File: src/rtl/sr_cmd_pkg.sv
// ----------------------------------------------------------------------------
// sr_cmd_pkg
//   Shared encodings for the SR-latch command sequencer.
//   - FSM state codes (IDLE, PULSE_SET, PULSE_RST, GAP)
//   - Command type codes used by the arbiter and the pending slot
//   - Helper mapping a command type to the pulse state that serves it
// ----------------------------------------------------------------------------
package sr_cmd_pkg;

  typedef logic [1:0] state_t;
  typedef logic [1:0] cmd_t;

  // FSM state encoding
  localparam state_t IDLE      = 2'd0;
  localparam state_t PULSE_SET = 2'd1;
  localparam state_t PULSE_RST = 2'd2;
  localparam state_t GAP       = 2'd3;

  // Command type encoding (also the pending-slot tag)
  localparam cmd_t CMD_NONE = 2'd0;
  localparam cmd_t CMD_SET  = 2'd1;
  localparam cmd_t CMD_RST  = 2'd2;

  // Pulse state that serves a given (non-empty) command.
  function automatic state_t pulse_state(input cmd_t cmd);
    return (cmd == CMD_RST) ? PULSE_RST : PULSE_SET;
  endfunction

endpackage

File: src/rtl/sr_debounce.sv
// ----------------------------------------------------------------------------
// sr_debounce
//   Two-flop synchroniser followed by a counting debouncer for one raw,
//   asynchronous request level.
//
//   Ports
//     clock    in  rising-edge clock
//     reset_n  in  asynchronous active-low reset (clears everything to 0)
//     din      in  raw asynchronous level
//     level    out debounced level (registered)
//     rise     out one-cycle pulse, high in the cycle after level went 0->1
//
//   Timing: the first edge that samples din high is edge 1; the debounced
//   level (and rise) go high after edge DEB_CYCLES+2 if din stays high.
// ----------------------------------------------------------------------------
module sr_debounce #(
  parameter int DEB_CYCLES = 4
) (
  input  logic clock,
  input  logic reset_n,
  input  logic din,
  output logic level,
  output logic rise
);

  localparam int CW = $clog2(DEB_CYCLES + 1);

  logic          sync1_q, sync1_d;
  logic          sync2_q, sync2_d;
  logic          level_q, level_d;
  logic          rise_q,  rise_d;
  logic [CW-1:0] cnt_q,   cnt_d;

  always_comb begin
    sync1_d = din;
    sync2_d = sync1_q;
    level_d = level_q;
    rise_d  = 1'b0;
    cnt_d   = cnt_q;
    if (sync2_q != level_q) begin
      // The cycle that would bring the count to DEB_CYCLES accepts the new
      // level instead, so the counter never holds its terminal value and
      // cannot wrap.
      if (cnt_q == CW'(DEB_CYCLES - 1)) begin
        level_d = sync2_q;
        rise_d  = sync2_q;
        cnt_d   = '0;
      end else begin
        cnt_d = cnt_q + 1'b1;
      end
    end else begin
      cnt_d = '0;
    end
  end

  always_ff @(posedge clock or negedge reset_n) begin
    if (!reset_n) begin
      sync1_q <= 1'b0;
      sync2_q <= 1'b0;
      level_q <= 1'b0;
      rise_q  <= 1'b0;
      cnt_q   <= '0;
    end else begin
      sync1_q <= sync1_d;
      sync2_q <= sync2_d;
      level_q <= level_d;
      rise_q  <= rise_d;
      cnt_q   <= cnt_d;
    end
  end

  assign level = level_q;
  assign rise  = rise_q;

endmodule

File: src/rtl/sr_cmd_sequencer.sv
// ----------------------------------------------------------------------------
// sr_cmd_sequencer
//   Command stage in front of an SR latch. Raw set/reset requests are
//   synchronised and debounced; each debounced rising edge is a command that
//   becomes one timed (s or r, control) pulse followed by an idle gap.
//   Simultaneous commands are arbitrated so s and r are never high together.
//
//   Ports
//     clock    in  rising-edge clock
//     reset_n  in  asynchronous active-low reset; all outputs drop at once
//     set_req  in  raw asynchronous set request (level)
//     rst_req  in  raw asynchronous reset request (level)
//     s        out latch set input        (registered)
//     r        out latch reset input      (registered)
//     control  out latch enable           (registered, high whenever s|r)
//     busy     out high in PULSE_* or GAP (registered)
//     conflict out one-cycle pulse when both commands arrive on one edge
//
//   Handshake: there is none; requests are levels and commands are edges.
//   A command arriving while busy is parked in a single pending slot (last
//   one wins) and served right after the following IDLE cycle.
// ----------------------------------------------------------------------------
module sr_cmd_sequencer
  import sr_cmd_pkg::*;
#(
  parameter int DEB_CYCLES   = 4,
  parameter int PULSE_CYCLES = 5,
  parameter int GAP_CYCLES   = 2,
  parameter int PRIORITY_RST = 1
) (
  input  logic clock,
  input  logic reset_n,
  input  logic set_req,
  input  logic rst_req,
  output logic s,
  output logic r,
  output logic control,
  output logic busy,
  output logic conflict
);

  localparam int MAX_T = (PULSE_CYCLES > GAP_CYCLES) ? PULSE_CYCLES : GAP_CYCLES;
  localparam int CW    = $clog2(MAX_T + 1);

  // --------------------------------------------------------------------------
  // Input conditioning
  // --------------------------------------------------------------------------
  logic set_level, set_rise;
  logic rst_level, rst_rise;

  sr_debounce #(.DEB_CYCLES(DEB_CYCLES)) u_deb_set (
    .clock   (clock),
    .reset_n (reset_n),
    .din     (set_req),
    .level   (set_level),
    .rise    (set_rise)
  );

  sr_debounce #(.DEB_CYCLES(DEB_CYCLES)) u_deb_rst (
    .clock   (clock),
    .reset_n (reset_n),
    .din     (rst_req),
    .level   (rst_level),
    .rise    (rst_rise)
  );

  // --------------------------------------------------------------------------
  // Arbiter: at most one command type survives per edge
  // --------------------------------------------------------------------------
  logic both_cmd;
  cmd_t new_cmd;

  always_comb begin
    both_cmd = set_rise & rst_rise;
    new_cmd  = CMD_NONE;
    if (both_cmd) begin
      new_cmd = (PRIORITY_RST != 0) ? CMD_RST : CMD_SET;
    end else if (set_rise) begin
      new_cmd = CMD_SET;
    end else if (rst_rise) begin
      new_cmd = CMD_RST;
    end
  end

  // --------------------------------------------------------------------------
  // FSM, pending slot and shared pulse/gap counter
  // --------------------------------------------------------------------------
  state_t        state_q, state_d;
  cmd_t          pend_q,  pend_d;
  logic [CW-1:0] cnt_q,   cnt_d;

  always_comb begin
    state_d = state_q;
    pend_d  = pend_q;
    cnt_d   = cnt_q;
    case (state_q)
      IDLE: begin
        cnt_d = '0;
        // An older pending command is served first; a command arriving on
        // the same edge takes its place in the slot.
        if (pend_q != CMD_NONE) begin
          state_d = pulse_state(pend_q);
          pend_d  = new_cmd;
        end else if (new_cmd != CMD_NONE) begin
          state_d = pulse_state(new_cmd);
        end
      end
      PULSE_SET, PULSE_RST: begin
        if (new_cmd != CMD_NONE) begin
          pend_d = new_cmd;
        end
        if (cnt_q == CW'(PULSE_CYCLES - 1)) begin
          state_d = GAP;
          cnt_d   = '0;
        end else begin
          cnt_d = cnt_q + 1'b1;
        end
      end
      GAP: begin
        if (new_cmd != CMD_NONE) begin
          pend_d = new_cmd;
        end
        if (cnt_q == CW'(GAP_CYCLES - 1)) begin
          state_d = IDLE;
          cnt_d   = '0;
        end else begin
          cnt_d = cnt_q + 1'b1;
        end
      end
      default: begin
        state_d = IDLE;
        cnt_d   = '0;
      end
    endcase
  end

  // --------------------------------------------------------------------------
  // Output registers: decoded from the next state so each output is a flop
  // that changes on the same edge as the state it reflects.
  // --------------------------------------------------------------------------
  logic s_q, s_d;
  logic r_q, r_d;
  logic control_q, control_d;
  logic busy_q, busy_d;
  logic conflict_q, conflict_d;

  always_comb begin
    s_d        = (state_d == PULSE_SET);
    r_d        = (state_d == PULSE_RST);
    control_d  = s_d | r_d;
    busy_d     = (state_d != IDLE);
    conflict_d = both_cmd;
  end

  always_ff @(posedge clock or negedge reset_n) begin
    if (!reset_n) begin
      state_q    <= IDLE;
      pend_q     <= CMD_NONE;
      cnt_q      <= '0;
      s_q        <= 1'b0;
      r_q        <= 1'b0;
      control_q  <= 1'b0;
      busy_q     <= 1'b0;
      conflict_q <= 1'b0;
    end else begin
      state_q    <= state_d;
      pend_q     <= pend_d;
      cnt_q      <= cnt_d;
      s_q        <= s_d;
      r_q        <= r_d;
      control_q  <= control_d;
      busy_q     <= busy_d;
      conflict_q <= conflict_d;
    end
  end

  assign s        = s_q;
  assign r        = r_q;
  assign control  = control_q;
  assign busy     = busy_q;
  assign conflict = conflict_q;

  // Latch-safety invariants.
  a_no_sr_both : assert property (@(posedge clock) disable iff (!reset_n) !(s_q && r_q));
  a_ctl_cover  : assert property (@(posedge clock) disable iff (!reset_n) (s_q || r_q) |-> control_q);

endmodule

File: config.mk
export PLATFORM = sky130hd
export DESIGN_NAME = sr_cmd_sequencer
export DESIGN_NICKNAME = d
export VERILOG_FILES = /design/src/rtl/sr_cmd_pkg.sv /design/src/rtl/sr_debounce.sv /design/src/rtl/sr_cmd_sequencer.sv
export SDC_FILE = /design/constraint.sdc
export NUM_CORES = 1
export LEC_CHECK = 0
export ABC_AREA = 1
export CORE_MARGIN = 10
export CORE_UTILIZATION = 40
export CTS_CLUSTER_SIZE = 24
export DETAILED_ROUTE_END_ITERATION = 8
export GPL_TIMING_DRIVEN = 0
export SYNTH_ARGS = -nofsm -noshare
export SYNTH_HDL_FRONTEND = slang
export SYNTH_SLANG_ARGS = --single-unit
File: constraint.sdc
create_clock -name clock -period 3.98 [get_ports clock]
set_input_delay 0.398 -clock clock [delete_from_list [all_inputs] [get_ports clock]]
set_output_delay 0.398 -clock clock [all_outputs]
set_load 0.01 [all_outputs]
**Word-level counts from Yosys, hierarchy flattened**

Index checks and enable logic that the tools add are counted.

- Register bits after elaboration: 26
- Latch bits: 0
- Bits in writable memories: 0
- Memory bits (read-only): 0
- Input bits: 4
- Output and inout port bits: 5
- Word-level logic and storage cells: 71
- Memories kept: 0

- Add/sub/neg operators: 3
- $mul: 0
- Div/mod/pow operators: 0
- Order comparisons: 0
- Equal/unequal tests: 15
- Shift-type cells: 0
- Multiplexer cells: 24
- Bitwise logic cells: 2
- Reduce and logical (&&, ||, !) cells: 9

Operators by type and width:

| kind | number |
|---|---|
| $mux 2 | 11 |
| $mux 3 | 6 |
| $eq 2x2->1 const B | 5 |
| $add 3x1->3 const B | 3 |
| $pmux 3 s3 | 1 |
| $eq 3x2->1 const B | 2 |
| $pmux 2 s3 | 1 |
| $reduce_and 2->1 | 3 |
| $reduce_bool 2->1 | 3 |
| $eq 2x1->1 const B | 2 |
| $mux 1 | 4 |
| $pmux 2 s2 | 1 |
| $eq 3x1->1 const B | 1 |
| $eq 3x3->1 const B | 1 |
| $reduce_or 3->1 | 1 |
| $logic_not 2->1 | 1 |
| $ne 1x1->1 | 2 |
| $ne 2x1->1 const B | 1 |
| $ne 2x2->1 const B | 1 |
| $reduce_or 2->1 | 1 |
| $and 1x1->1 | 1 |
| $or 1x1->1 | 1 |

**Longest topological paths before layout**

- Depth in word-level cells: 10
- Gate-level depth with buffers: 10
- Gate-level depth less buffers: 10

**Cells and area by module**

Synthesis repeated with hierarchy kept, for this count alone.

- Cell total of the unflattened synthesis: 133
- Area, all modules: 1223.7 µm²

By module, submodules not included:

| module | instances | cells each | area each (µm²) | seq. area each (µm²) |
|---|---|---|---|---|
| sr_cmd_sequencer | 1 | 79 | 693.2 | 300.3 |
| sr_debounce | 2 | 27 | 265.3 | 175.2 |

**Least setup slack after synthesis**

No wires, ideal clock.

- Path kind: flip-flop to flip-flop
- Start: reg state_q[1]
- End: reg control_q, in the netlist control
- Setup time: 0.126 ns
- Arrival time: 1.318 ns
- Setup slack: 2.536 ns
- Stages on the path, launching flop included: 9
- Path buffers: 0
- Clock period less this slack: 1.444 ns
- Cells stage by stage: dfrtp_1 inv_1 ha_1 nand3_1 nand2_1 nand3_2 nand2_2 inv_2 ha_1

- Word-level cells in the longest chain between the ends: 5

RTL lines:

| item | line | source |
|---|---|---|
| start: declaration | sr_cmd_sequencer.sv:88 | `state_t state_q, state_d;` |
| start signal: assignment | sr_cmd_sequencer.sv:166 | `state_q <= state_d;` |
| $eq 2x1->1 or $eq 2x2->1 (tied branches) | sr_cmd_sequencer.sv:96 | `case (state_q)` |
| $reduce_or 2->1 | sr_cmd_sequencer.sv:96 |  |
| $pmux 2 s3 * | sr_cmd_sequencer.sv:96 |  |
| via state_d[0] | sr_cmd_sequencer.sv:88 |  |
| $eq 2x1->1 or $eq 2x2->1 (tied branches) | sr_cmd_sequencer.sv:148, sr_cmd_sequencer.sv:149 |  |
| $or 1x1->1 * | sr_cmd_sequencer.sv:150 | `control_d = s_d \| r_d;` |
| via control_d | sr_cmd_sequencer.sv:143 | `logic control_q, control_d;` |
| end signal: assignment | sr_cmd_sequencer.sv:171 | `control_q <= control_d;` |
| end: declaration | sr_cmd_sequencer.sv:143 |  |

Mark *: on every way through the listed nets, which the timed path passes. The rest lies on a longest branch.
A chain may end at the register's enable or synchronous reset.

**Worst setup path after layout**

- Start: reg control_q, in the netlist control
- End: out control

RTL lines:

| item | line | source |
|---|---|---|
| end: declaration | sr_cmd_sequencer.sv:37 | `output logic control,` |

No word-level cell between the ends.

==> summary.txt <==
STA
  – Fin worst setup slack: between 2000 and 2500 ps
  – Final TNS setup: 0 ps
  – RSZ-0062 raised after global routing: no
  – Final min period: between 1500 and 2000 ps
  – Crit share post-route: 40.4%
  – Hold Vio Cnt, Final: 0
  – Final slew viol count: 0
  – Final Skew: 4.75 ps
  – Rel. slew slack: 26.4%
  – # setup viols final: 0
  – Fmax: 622 MHz
  – WHS: 370 ps
  – Worst-Margin Slew: 1100 ps

Cells and area
  – Final Net Count: 144
  – Area Overhead vs Synth: 15.1%
  – # diodes: 0
  – Non-Filler Instances: 159
  – Core Util, Final: between 40% and 50%
  – Final Cell Area: 1310 µm²
  – Layout cells sized above 1: 10.2%
  – Reg area: 651 µm²
  – # fillers: 260
  – Area taken by multi-input logic gates: 410 µm²

Logic synthesis
  – Most frequent cells after synthesis: dfrtp_1 (26), nand2_1 (25), inv_1 (16)
  – Yosys warning count: 0
  – Post-synth top area share: 57.3%
  – Cell taking the most area after synthesis: dfrtp_1
  – EDFF count, synth: 0
  – Syn avg cell area: 9.79 µm²
  – Mapped Cells: 116
  – Area contributors post-synth: dfrtp_1 (57%), ha_1 (12%), nand2_1 (8.3%)
  – Count leader, synth: dfrtp_1
  – Post-synth net total: ~130
  – Seq/Total Area, Yosys: 57.3%
  – Unique masters post-synth: 17
  – Synth Register Bits: 26
  – Synthesized area: 1140 µm²
  – Async set-or-reset flop fraction in the synthesized netlist: 100%
  – Ys flop type: dfrtp_1

Global routing
  – Largest net degree at the start of global routing: 27
  – First-pass GRT wire length: 3060 µm
  – Antenna violations before repair: 0
  – Total global-route track usage: 7.08%
  – Vias in the first global route: 738
  – Grt total ovfl: 0

Critical path
  – Slowest stage delay, CP: roughly 530 ps
  – CP top delay family: buffers and inverters
  – Critical Path Fanout Max: 1
  – CP Data Arrival Time: between 1000 and 1500 ps
  – WP buf/inv: 1
  – Crit path capture type: primary output
  – Slowest stage cell, crit path: clkdlybuf4s50_1
  – Critical Path RT: between 3000 and 4000 ps
  – Crit-path cells: clkdlybuf4s50_1
  – Worst setup path class: reg -> out
  – Setup crit start kind: flop

Floorplan
  – Initial Util: 41.6%
  – # rows: 19
  – I/O pins: 9
  – Die X: 73.3 µm
  – Die area: 5370 µm²
  – Core ar.: 2730 µm²
  – Die H: about 73 µm

Routing
  – DRT Wirelength: 1670 µm
  – Initial DRC Count: 26
  – DRC violations left: 0
  – Number of detailed-route iterations in the first pass: 2
  – Final ANT Viol Nets: 0
  – Via count: 721
  – Drt wl/cell: about 10 µm
  – Number of vias per cell: 4.53

CTS
  – PostCTS Resize Cnt: 0
  – Htree depth: 1
  – Post-CTS Setup Inserts: 0
  – Clock buffer depth: 2
  – Total CTS buffers: 3
  – # hold bufs at CTS: 0
  – Clk slew on worst S/H paths: between 100 and 150 ps
  – Clk_lat worst skew: 320 ps
  – CTS sink cnt: 26
  – Root Buffer: clkbuf_4
  – CTS tree: built

Placement
  – GPL Wtd Cong: 0.800
  – Port bufs: 8
  – Placed Cells: 155
  – Hpwl dp: 1220 µm
  – DP Area: roughly 1300 µm²
  – DP Worst Slack: 2160 ps

Power and ir drop
  – Logic pwr share: 30.9%
  – Maximum VDD drop: 0.504 mV
  – Total Power: 757 µW
  – NetSw: 244 µW
  – Switching Share: 32.3%
  – Clk pwr share: 23.9%
  – Pleak: 0.688 nW
  – Pint: 512 µW
  – PwrDens: a little under 600 nW/µm²
  – Reg power frac: 45.3%

Worst hold path
  – HP Class: reg -> reg

Run
  – Max-Cap Viols: 0

Run status
  – Status: finished, final reports clean
==> power groups by stage <==
stage,Combinational [mW],Sequential [mW],Clock (mW)
2_1_floorplan,0.161,0.348,0
3_3_place_gp,0.231,0.346,0
3_5_place_dp,0.235,0.348,0
4_1_cts,0.237,0.343,0.191
5_1_grt,0.279,0.350,0.202
6_report,0.234,0.342,0.181
==> final cells by class <==
| type | instances | area share [%] |
|---|---|---|
| timing repair buffer | 8 | 6.12 |
| inverter | 20 | 5.74 |
| clock buffer | 3 | 1.72 |
| sequential | 26 | 49.8 |
| clock inverter | 1 | 2.30 |
| tap | 31 | 2.97 |
| multi-input combinational | 70 | 31.4 |
==> cell usage in the layout, fill, tap and decap left out <==
| cell type | count |
|---|---|
| dfrtp_1 | 26 |
| nand2_1 | 25 |
| inv_1 | 16 |
| nor2_1 | 11 |
| ha_1 | 11 |
| clkdlybuf4s50_1 | 8 |
| nand2_2 | 4 |
| a21oi_1 | 4 |
| nor3_1 | 4 |
| inv_2 | 3 |
| nand3_1 | 3 |
| clkbuf_4 | 3 |
| o21ai_0 | 2 |
| xnor2_1 | 2 |
| nor2_2 | 1 |
| nand3_2 | 1 |
| o21ai_1 | 1 |
| clkinv_1 | 1 |
| xor2_1 | 1 |
| bufinv_16 | 1 |
==> logic make-up after synthesis <==
logic type      share of synthesized area (%)
simple gates                             18.6
flops                                    57.3
buf+inv                                  6.61
fa+ha+maj                                12.1
compound gates                           3.08
xor+xnor                                 2.31
==> sequential cells by signal, indices dropped and copies added (netlist names), 2 cells and up <==
register         cells
pend_q               2
state_q              2
cnt_q                3
u_deb_rst.cnt_q      3
u_deb_set.cnt_q      3
==> routing by layer <==
layer	up-vias	GRT usage [%]	part of all wire, %
met3	0	3.23	4.4
li1	374	-	-
met5	-	0	0
met4	0	1.86	0
met1	339	8.43	48
met2	8	11.3	48
==> final timing paths <==
check | start | endpoint | slack, ps | cells after the start
hold / removal | u_deb_rst.sync1_q | u_deb_rst.sync2_q | 370 | 0
max in group asynchronous | reset_n | u_deb_set.sync2_q | 2680 | 1
min in group asynchronous | reset_n | cnt_q[2] | 650 | 1
setup reg to reg | state_q[1] | control | 2370 | 8
hold reg to reg | u_deb_rst.sync1_q | u_deb_rst.sync2_q | 370 | 0
setup / recovery | control | control | 2370 | 1
Note: power is estimated with default switching activity, not from simulation.
